==> config.mk <==
export PLATFORM = sky130hd
export DESIGN_NAME = instr_realigner
export DESIGN_NICKNAME = d
export VERILOG_FILES = /design/src/rtl/instr_realigner.sv
export SDC_FILE = /design/constraint.sdc
export NUM_CORES = 1
export LEC_CHECK = 0
export ABC_CLOCK_PERIOD_IN_PS = 6100
export CORE_MARGIN = 2
export CORE_UTILIZATION = 34
export DETAILED_ROUTE_END_ITERATION = 6
export GPL_ROUTABILITY_DRIVEN = 0
export SYNTH_ARGS = -nofsm -noshare
export SYNTH_HDL_FRONTEND = slang
export SYNTH_SLANG_ARGS = --single-unit
==> constraint.sdc <==
create_clock -name clk -period 6.1 [get_ports clk]
set_input_delay 0.61 -clock clk [delete_from_list [all_inputs] [get_ports clk]]
set_output_delay 0.61 -clock clk [all_outputs]
set_load 0.02 [all_outputs]
==> src/rtl/instr_realigner.sv <==
// instr_realigner: turns word-aligned fetch words into one RVC-aware instruction per handshake.
module instr_realigner #(
  parameter logic [31:0] RESET_PC = 32'h0000_0000
) (
  input  logic        clk,
  input  logic        reset,
  input  logic        flush,
  input  logic [31:0] redirect_pc,
  input  logic        fetch_valid,
  output logic        fetch_ready,
  input  logic [31:0] fetch_data,
  input  logic [31:0] fetch_pc,
  output logic        inst_valid,
  input  logic        inst_ready,
  output logic [31:0] inst,
  output logic [31:0] inst_pc,
  output logic        inst_is_c
);
  typedef enum logic [1:0] {ALIGNED, HALF_START, RESIDUE} state_t;
  state_t      state_q, state_d;
  logic [31:0] cur_pc_q, cur_pc_d;
  logic [29:0] exp_word_q, exp_word_d;
  logic [15:0] residue_q, residue_d;
  logic        match, stale, lo_c, res_c, fire, take;
  logic [1:0]  unused_fetch_pc_lo;
  assign unused_fetch_pc_lo = fetch_pc[1:0];
  always_comb begin
    match       = fetch_valid && (fetch_pc[31:2] == exp_word_q);
    stale       = fetch_valid && !match;
    lo_c        = fetch_data[1:0] != 2'b11;
    res_c       = residue_q[1:0] != 2'b11;
    inst_valid  = 1'b0;
    fetch_ready = 1'b0;
    inst        = 32'h0;
    inst_is_c   = 1'b0;
    inst_pc     = cur_pc_q;
    if (!reset) begin
      if (flush) fetch_ready = 1'b1;
      else case (state_q)
        ALIGNED: begin
          inst_valid  = match;
          inst_is_c   = lo_c;
          inst        = lo_c ? {16'h0, fetch_data[15:0]} : fetch_data;
          fetch_ready = stale || (match && inst_ready);
        end
        HALF_START: fetch_ready = fetch_valid;
        default: begin
          inst_valid  = res_c || match;
          inst_is_c   = res_c;
          inst        = res_c ? {16'h0, residue_q} : {fetch_data[15:0], residue_q};
          fetch_ready = !res_c && (stale || (match && inst_ready));
        end
      endcase
    end
  end
  // A matching word is consumed exactly when fetch_ready is high for it; its upper half
  // always becomes the new residue, which is harmless in ALIGNED where it is never read.
  always_comb begin
    fire       = inst_valid && inst_ready;
    take       = match && fetch_ready;
    exp_word_d = take ? exp_word_q + 30'd1 : exp_word_q;
    residue_d  = take ? fetch_data[31:16] : residue_q;
    cur_pc_d   = fire ? cur_pc_q + (inst_is_c ? 32'd2 : 32'd4) : cur_pc_q;
    state_d    = state_q;
    case (state_q)
      ALIGNED:    state_d = (fire && lo_c) ? RESIDUE : ALIGNED;
      HALF_START: state_d = take ? RESIDUE : HALF_START;
      default:    state_d = (fire && res_c) ? ALIGNED : RESIDUE;
    endcase
  end
  always_ff @(posedge clk) begin
    if (reset) begin
      state_q    <= RESET_PC[1] ? HALF_START : ALIGNED;
      cur_pc_q   <= RESET_PC & 32'hFFFF_FFFE;
      exp_word_q <= RESET_PC[31:2];
      residue_q  <= 16'h0;
    end else if (flush) begin
      state_q    <= redirect_pc[1] ? HALF_START : ALIGNED;
      cur_pc_q   <= redirect_pc & 32'hFFFF_FFFE;
      exp_word_q <= redirect_pc[31:2];
      residue_q  <= 16'h0;
    end else begin
      state_q    <= state_d;
      cur_pc_q   <= cur_pc_d;
      exp_word_q <= exp_word_d;
      residue_q  <= residue_d;
    end
  end
endmodule

==> results of run 1 <==
registers in the layout, summed over array words and instances (netlist names):
register and flops:
inst_pc 31, residue_q 16, state_q 2, exp_word_q 30
area by class of cell:
cell class | count | area, sq um
clock buffers | 10 | 229
repair buffers | 171 | 1690
flip-flops and latches | 79 | 1580
well taps | 188 | 235
inverters | 16 | 60.1
multi-input cells | 476 | 3370
clock inverters | 6 | 85.1
fillers | 1462 | 7840
placed cells by master, fill, tap and decap left out, drive strengths merged, types with 2 or more instances in the layout:
master / count
nor4: 7
clkbuf: 10
o211ai: 2
o21ai: 8
and3: 10
clkinv: 2
and2: 5
or3: 2
clkinvlp: 2
a211oi: 21
nor2: 47
nand2: 59
a21oi: 29
a22oi: 33
bufinv: 2
clkdlybuf4s50: 163
nor3: 11
o21a: 22
nand3: 28
nand4: 31
a2111oi: 10
ha: 3
nor4b: 3
buf: 8
xnor2: 57
and4: 5
nand2b: 2
dfxtp: 79
xor2: 23
a311oi: 3
inv: 16
a21boi: 43
worst min-delay path, stage by stage (launching register included):
cell	delay, ps
dfxtp_1	310
nand2_1	50
a21oi_1	50
layer usage:
metal  vias up  part of all wire, %
met5         -                    0
met4         0                  2.6
met3        26                  6.3
met2       192                   47
met1      2420                   44
li1       2508                    -
where the power goes:
| group | total, mW | internal (mW) | leakage (nW) | switching (mW) |
|---|---|---|---|---|
| clock network | 0.580 | 0.357 | 0.148 | 0.223 |
| logic | 0.290 | 0.151 | 1.48 | 0.138 |
| registers | 0.583 | 0.544 | 0.652 | 0.0388 |
| total | 1.45 | 1.05 | 2.28 | 0.400 |
worst max path at each step:
stage,slack [ps],start,endpoint
after CTS,1990,reset,inst_valid
after floorplan,2970,state_q[1],inst_pc[31]
after global routing,1780,reset,inst_valid
after global placement,1920,reset,inst_pc[23]
final,2010,reset,inst_valid
after detailed placement,1780,reset,inst_pc[23]
stage by stage:
step | worst slack (ps) | total power, mW | utilization (%) | std cells | hold WS, ps
CTS | 1990 | 1.46 | 48.0 | 946 | 455
global placement | 1920 | 0.880 | 46.0 | 930 | 439
finish | 2010 | 1.45 | 48.0 | 946 | 454
floorplan | 2970 | 0.729 | - | 612 | 432
detailed placement | 1780 | 0.882 | 46.0 | 930 | 446
global route | 1780 | 1.51 | 48.0 | 946 | 467
kinds of logic after synthesis:
logic type | after synthesis
buffers and inverters | 57
flip-flops | 79
AND/OR/NAND/NOR | 213
AO/OA/AOI/OAI | 177
adder cells (fa/ha/maj) | 4
XOR/XNOR | 80
multiplexers | 1
other | 1
==> results.toml, run 1 <==
[yosys]
synth-main-ff-cell = "dfxtp_1"
synthArstFlopShare_pct = 0
yosys-top-cells-count = "dfxtp_1 (79), nand2_1 (59), xnor2_1 (56), nor2_1 (47), a22oi_1 (33)"
synth.most_common_cell = "dfxtp_1"
synth_cell_types = 58
synth-simple-area-share_pct = 21.5
syn_area_per_cell_sq_um = 8.49
synthMuxAreaShare_pct = 0.193
synth_top_area_share_pct = 30.5
syn_nets = 717
synth-seq-cells = 79
syn_area_sq_um = 5190
synthCells = 612
synth_top_area_cell = "dfxtp_1"
ys_seq_area_share_pct = 30.5
synth-xor-area-share_pct = 13.6
synth_edf_count = 0
yosys_warnings = 0
ys_top_cells_by_area = "dfxtp_1 (30%), xnor2_1 (9.4%), a22oi_1 (4.8%)"
synthAdderAreaFrac_pct = 1.11
synth_top_family_by_area = "compound AO/OA/AOI/OAI gates"
synth_compound_area_share_pct = 28.1

[cells_and_area]
drive_gt1_share_pct = 7.92
n_antenna_cell = 0
layout.nets = 858
area_delta_synth_final_pct = 39.6
stdcell_area_sq_um = 7250

[grt]
use_met1_pct = 26.3
grt_max_degree = 82
grt_usage_pct = 21.2
antenna_found_initial = 0
grt-busiest-layer = "met2"
grt_pass1_vias = 5078
overflow = 0
grt_pass1_wl_um = 27100
met3_usage_pct = 5.44
grtUsageMet2_pct = 36.1

[sta]
layout_min_cycle_time_ps = 4090
setup_viol = 0
rsz0062_at_grt = "no"
slew-limit-headroom_pct = 33.3
max_freq_mhz = 245
min_period_over_period_pct = 67.0
setup-tns-final_ps = 0
worst_pin_slew_ps = 997
fin_skew_ps = 8.72
slew_violations = 0
hold_violations = 0

[worst_setup_path]
timing.rr.start = "state_q[1]"
cpMostUsedCell = "clkdlybuf4s50_1"
timing.critical_path.slowest_stage_cell = "clkdlybuf4s50_1"
critPathTopFamily = "buffers and inverters"
start_kind = "input port"
path_cells = "clkdlybuf4s50_1 -> inv_2 -> nand2_2 -> a21oi_1 -> clkdlybuf4s50_1"
required_ps = 5490
cp.arrival_ps = 3480
end_kind = "output pin"
worst-path-buf-inv = 3
reg2reg_setup_slack_ps = 2240
cp_max_fo = 54
timing.rr.end = "inst_pc[23]"
critical_path_depth = 5
path_class = "input port to output pin"
ff2ff_path_depth = 10
slowest_delay_ps = 670

[clock_network]
cts_sinks = 79
tritoncts = "built"
ctsRootBufferMaster = "clkbuf_16"
cts_resized = 0
clk_path_buf_depth = 2
clk_latency_ps = 350
path_clk_slew_ps = 60
hold_buffers = 0
cts_htree_levels = 3
cts_buffers = 9
cts_setup_buffers = 0

[detailed_routing]
dr.pass1.iters = 5
final_antenna_net_count = 0
drt-initial-drc-count = 305
wl_um = 17400
drcViolationCount = 0
wl_per_cell_um = 18.4
vias = 5146
vias_per_cell = 5.44

[hold_path]
holdPathStages = 2
hold_path_end = "residue_q[7]"
min-delay-start = "residue_q[7]"
hold_class = "flip-flop to flip-flop"

[placed_design]
port_buffers = 163
dpl_cell_area_sq_um = 6930
hpwl_um = 13100

[floorplanning]
initial_core_util_pct = 34.4
fp.dieH_um = 128
rows = 45
die_w_um = 128
ios = 168
die_area_sq_um = 16300
core_area_sq_um = 15100

[flow_run]
cap_viol_max_count = 0

[power_and_ir_drop]
vdd_drop_max_v = 0.000133
power.leakage_nw = 2.28
power_density_nw_per_um2 = 200

[status]
status = "finished clean"
Note: power is estimated with default switching activity, not from simulation.
==> run 2, diff against run 1 <==
ABC_CLOCK_PERIOD_IN_PS = 4100   (was 6100)
clock period = 4.1 ns   (was 6.1 ns; I/O delays follow)
==> run 2 against run 1 <==
Global-route usage is 0.33 points higher. Critical path type is now flip-flop to flip-flop. Critical endpoint is now inst_pc[23]. Wire length grew 0.57%. Cell count rose by 0.74%. Core utilization grew 0.42 points. Sequential power increased by 49%. Critical path depth increased by 5. First-iteration DRC count is 4.9% lower.
==> results.toml, run 2 (synthesized netlist as in run 1, its figures left out) <==
[clock_network]
tritoncts = "built"
clk_path_buf_depth = 2
clk_latency_ps = 350
hold_buffers = 0
path_clk_slew_ps = 60
cts_sinks = 79
cts_buffers = 9
cts_setup_buffers = 0
cts_resized = 0
ctsRootBufferMaster = "clkbuf_16"
cts_htree_levels = 3

[detailed_routing]
wl_met1_um = 7550
wl_met2_um = 8100
highest_layer = "met4"
drt-initial-drc-count = 290
dr.pass1.iters = 5
vias = 5197
wl_um = 17500
route.met3.wl_um = 1300
final_antenna_net_count = 0
drcViolationCount = 0
wl_per_cell_um = 18.4
vias_per_cell = 5.45

[floorplanning]
initial_core_util_pct = 34.4
ios = 168
die_w_um = 128
rows = 45
die_area_sq_um = 16300
fp.dieH_um = 128
core_area_sq_um = 15100

[worst_setup_path]
end_kind = "flip-flop"
cp.arrival_ps = 3590
start_kind = "flip-flop"
slowest_delay_ps = 580
path_class = "flip-flop to flip-flop"
required_ps = 4370
cp_max_fo = 8
cpMostUsedCell = "inv_1"
path_cells = "a21boi_0 -> o21ai_0 -> inv_1 -> ha_1 -> inv_1 -> fa_1 -> nand2b_1 -> a2111oi_2 -> nor3_1 -> a211oi_1"
timing.critical_path.slowest_stage_cell = "fa_1"

[placed_design]
port_buffers = 163
place_inst = 937
pre_cts_ws_ps = 439
hpwl_um = 13500
dpl_cell_area_sq_um = 6990

[sta]
setup_slack_ps = 780
max_freq_mhz = 301
fin_skew_ps = 9.40
layout_min_cycle_time_ps = 3320
slew-limit-headroom_pct = 49.2
setup-tns-final_ps = 0
slew_violations = 0
setup_viol = 0
min_period_over_period_pct = 81.0
rsz0062_at_grt = "no"
hold_violations = 0
worst_pin_slew_ps = 759
hold_ws_ps = 458

[cells_and_area]
drive_gt1_share_pct = 8.63
final_core_util_pct = 48.5
stdcell_area_sq_um = 7310
layout_common_cells = "clkdlybuf4s50_1 (163), dfxtp_1 (79), nand2_1 (58), xnor2_1 (56), nor2_1 (47)"
layout.nets = 865
largest_reg_flops = 31
fin_cells = 953
final_common_cell = "clkdlybuf4s50_1"
n_antenna_cell = 0
area_delta_synth_final_pct = 40.8

[power_and_ir_drop]
power.leakage_nw = 2.33
p_sw_share_pct = 26.8
p_total_mw = 2.19
vdd_drop_max_v = 0.000169
power_switching_uw = 587
p_clk_share_pct = 40.6
power_density_nw_per_um2 = 300
seq_power_share_pct = 39.6
internal_power_mw = 1.60
pwr-share-comb_pct = 19.8

[grt]
grt_pass1_wl_um = 27300
antenna_found_initial = 0
grt_pass1_vias = 5115
grt_max_degree = 69
grt_usage_pct = 21.6
overflow = 0

[hold_path]
hold_class = "flip-flop to flip-flop"

[status]
status = "finished clean"

[flow_run]
cap_viol_max_count = 0
[run 2: cell types whose count changed in the layout (fill, tap and decap cells not counted), sizes merged]
cell,change
clkinvlp,-2
buf,+7
clkbuf,+3
clkinv,-1
[run 2: power by group through the flow]
stage | combinational, mW | clock [mW] | sequential (mW)
floorplan | 0.191 | 0 | 0.893
global route | 0.464 | 0.939 | 0.874
CTS | 0.435 | 0.906 | 0.867
global placement | 0.429 | 0 | 0.882
detailed placement | 0.432 | 0 | 0.883
finish | 0.433 | 0.890 | 0.867
[run 2: worst paths after layout]
check / start / to / slack [ps] / depth (start not counted)
min: residue_q[11] / residue_q[11] / 460 / 2
max reg2reg: state_q[1] / inst_pc[23] / 780 / 10
max: state_q[1] / inst_pc[23] / 780 / 10
min reg2reg: residue_q[11] / residue_q[11] / 460 / 2
[run 2: worst max-delay path, delay by kind of cell (launching register included)]
kind                       cells  cell delay [ps]
AOI/OAI and AO/OA              4             1320
adders and majority gates      2              780
buffers and inverters          2              230
DFF                            1              360
and+or+nand+nor                2              540
[run 2: cell type report]
type                    count  area [sq um]
repair buffers            178          1740
clock buffers              13           260
well taps                 188           235
flip-flops and latches     79          1580
inverters                  16          60.1
multi-input cells         476          3370
clock inverters             3          65.1
fillers                  1437          7780
[run 2: per-layer routing]
metal / vias up / track usage, %
met1: 2414 / 27.0
met3: 35 / 3.98
li1: 2517 / -
met4: 0 / 10.1
met2: 231 / 35.9
met5: - / 0
==> run 3, diff against run 2 <==
ABC_CLOCK_PERIOD_IN_PS = 3200   (was 4100)
clock period = 3.2 ns   (was 4.1 ns; I/O delays follow)
==> run 3 against run 2 <==
Register-to-register slack worse by 520 ps. Combinational power is 31% higher. Clock power is 5.3% higher. Wire length is 0.57% higher. Setup slack worse by 580 ps. Critical path depth is 2 lower. Clock skew is 4.0 ps lower. Critical path type is now input port to output pin. Largest cell class unchanged. Largest power group is now sequential cells.
==> results.toml, run 3 (synthesized netlist as in run 1, its figures left out) <==
[worst_setup_path]
end_kind = "output pin"
reg2reg_setup_slack_ps = 260
cp_max_fo = 4
start_kind = "input port"
ff2ff_path_depth = 11
required_ps = 2880
timing.rr.start = "state_q[1]"
path_class = "input port to output pin"
timing.rr.end = "inst_pc[31]"
cp.arrival_ps = 2680

[power_and_ir_drop]
vdd_drop_max_v = 0.000228
pwr-share-comb_pct = 21.6
p_clk_share_pct = 35.8
power_switching_uw = 736
power.leakage_nw = 2.36
internal_power_mw = 1.88
power_density_nw_per_um2 = 354
seq_power_share_pct = 42.5
p_total_mw = 2.62
p_sw_share_pct = 28.1

[clock_network]
clk_latency_ps = 340
tritoncts = "built"
ctsRootBufferMaster = "clkbuf_16"
cts_buffers = 9
hold_buffers = 0
cts_sinks = 79
path_clk_slew_ps = 60
cts_setup_buffers = 0
cts_htree_levels = 3
clk_path_buf_depth = 2
cts_resized = 0

[placed_design]
dpl_cell_area_sq_um = 7120
hpwl_um = 13600
port_buffers = 163
pre_cts_ws_ps = -8.51
place_inst = 948

[sta]
hold_violations = 0
slew-limit-headroom_pct = 52.1
layout_min_cycle_time_ps = 3000
setup_slack_ps = 201
max_freq_mhz = 333
setup_viol = 0
worst_pin_slew_ps = 718
fin_skew_ps = 5.35
rsz0062_at_grt = "no"
hold_ws_ps = 454
slew_violations = 0
min_period_over_period_pct = 93.7
setup-tns-final_ps = 0

[hold_path]
holdPathStages = 2
hold_path_end = "residue_q[6]"
hold_class = "flip-flop to flip-flop"
min-delay-start = "residue_q[6]"

[detailed_routing]
wl_per_cell_um = 18.3
drcViolationCount = 0
drt-initial-drc-count = 265
wl_um = 17600
dr.pass1.iters = 5
vias_per_cell = 5.43
final_antenna_net_count = 0
vias = 5227

[cells_and_area]
drive_gt1_share_pct = 9.55
area_delta_synth_final_pct = 42.1
final_common_cell = "clkdlybuf4s50_1"
stdcell_area_sq_um = 7380
fin_cells = 963
n_antenna_cell = 0
largest_reg_flops = 31
final_core_util_pct = 48.9
layout_common_cells = "clkdlybuf4s50_1 (163), dfxtp_1 (79), nand2_1 (58), xnor2_1 (56), nor2_1 (47)"
layout.nets = 876

[grt]
grt_pass1_wl_um = 27300
overflow = 0
antenna_found_initial = 0
grt_max_degree = 72
grt_pass1_vias = 5144
grt_usage_pct = 21.4

[floorplanning]
ios = 168
core_area_sq_um = 15100
die_w_um = 128
initial_core_util_pct = 34.4
die_area_sq_um = 16300
fp.dieH_um = 128
rows = 45

[status]
status = "finished clean"

[flow_run]
cap_viol_max_count = 0
-- run 3: worst max-delay path, stage by stage --
cell and delay [ps]:
clkdlybuf4s50_1 420, xnor2_1 310, nand4_1 210, nor4_4 380, nand4b_1 170, o211ai_1 190, a21oi_1 90, clkdlybuf4s50_1 580
-- run 3: metal layers --
layer / up-vias / part of all wire [%] / GRT usage (%)
met5: - / 0 / 0
met4: 0 / 2.0 / 7.18
met3: 27 / 5.9 / 3.64
met2: 194 / 48 / 36.9
met1: 2463 / 44 / 27.0
li1: 2543 / - / -
-- run 3: cell type report --
class	instances	area (sq um)
Tap cell	188	235
Timing Repair Buffer	189	1880
Fill cell	1437	7710
Clock buffer	14	254
Clock inverter	1	5.00
Sequential cell	79	1580
Multi-Input combinational cell	476	3370
Inverter	16	60.1
-- run 3: worst max-delay path by stage --
| stage | start | to | slack (ps) | depth (start not counted) |
|---|---|---|---|---|
| 5_1_grt | fetch_pc[18] | fetch_ready | 4 | 8 |
| 2_1_floorplan | state_q[1] | inst_pc[31] | 70 | 12 |
| 4_1_cts | fetch_pc[16] | fetch_ready | 210 | 8 |
| 3_3_place_gp | fetch_data[0] | inst_pc[31] | 30 | 13 |
| 6_report | fetch_pc[17] | fetch_ready | 200 | 8 |
| 3_5_place_dp | fetch_data[1] | inst_pc[31] | -9 | 13 |
-- run 3: power by group through the flow --
stage	clock network, mW	registers [mW]	logic, mW
after floorplan	0	1.14	0.244
after global routing	0.998	1.12	0.605
after detailed placement	0	1.13	0.565
final	0.937	1.11	0.566
after global placement	0	1.13	0.560
after CTS	0.952	1.11	0.568
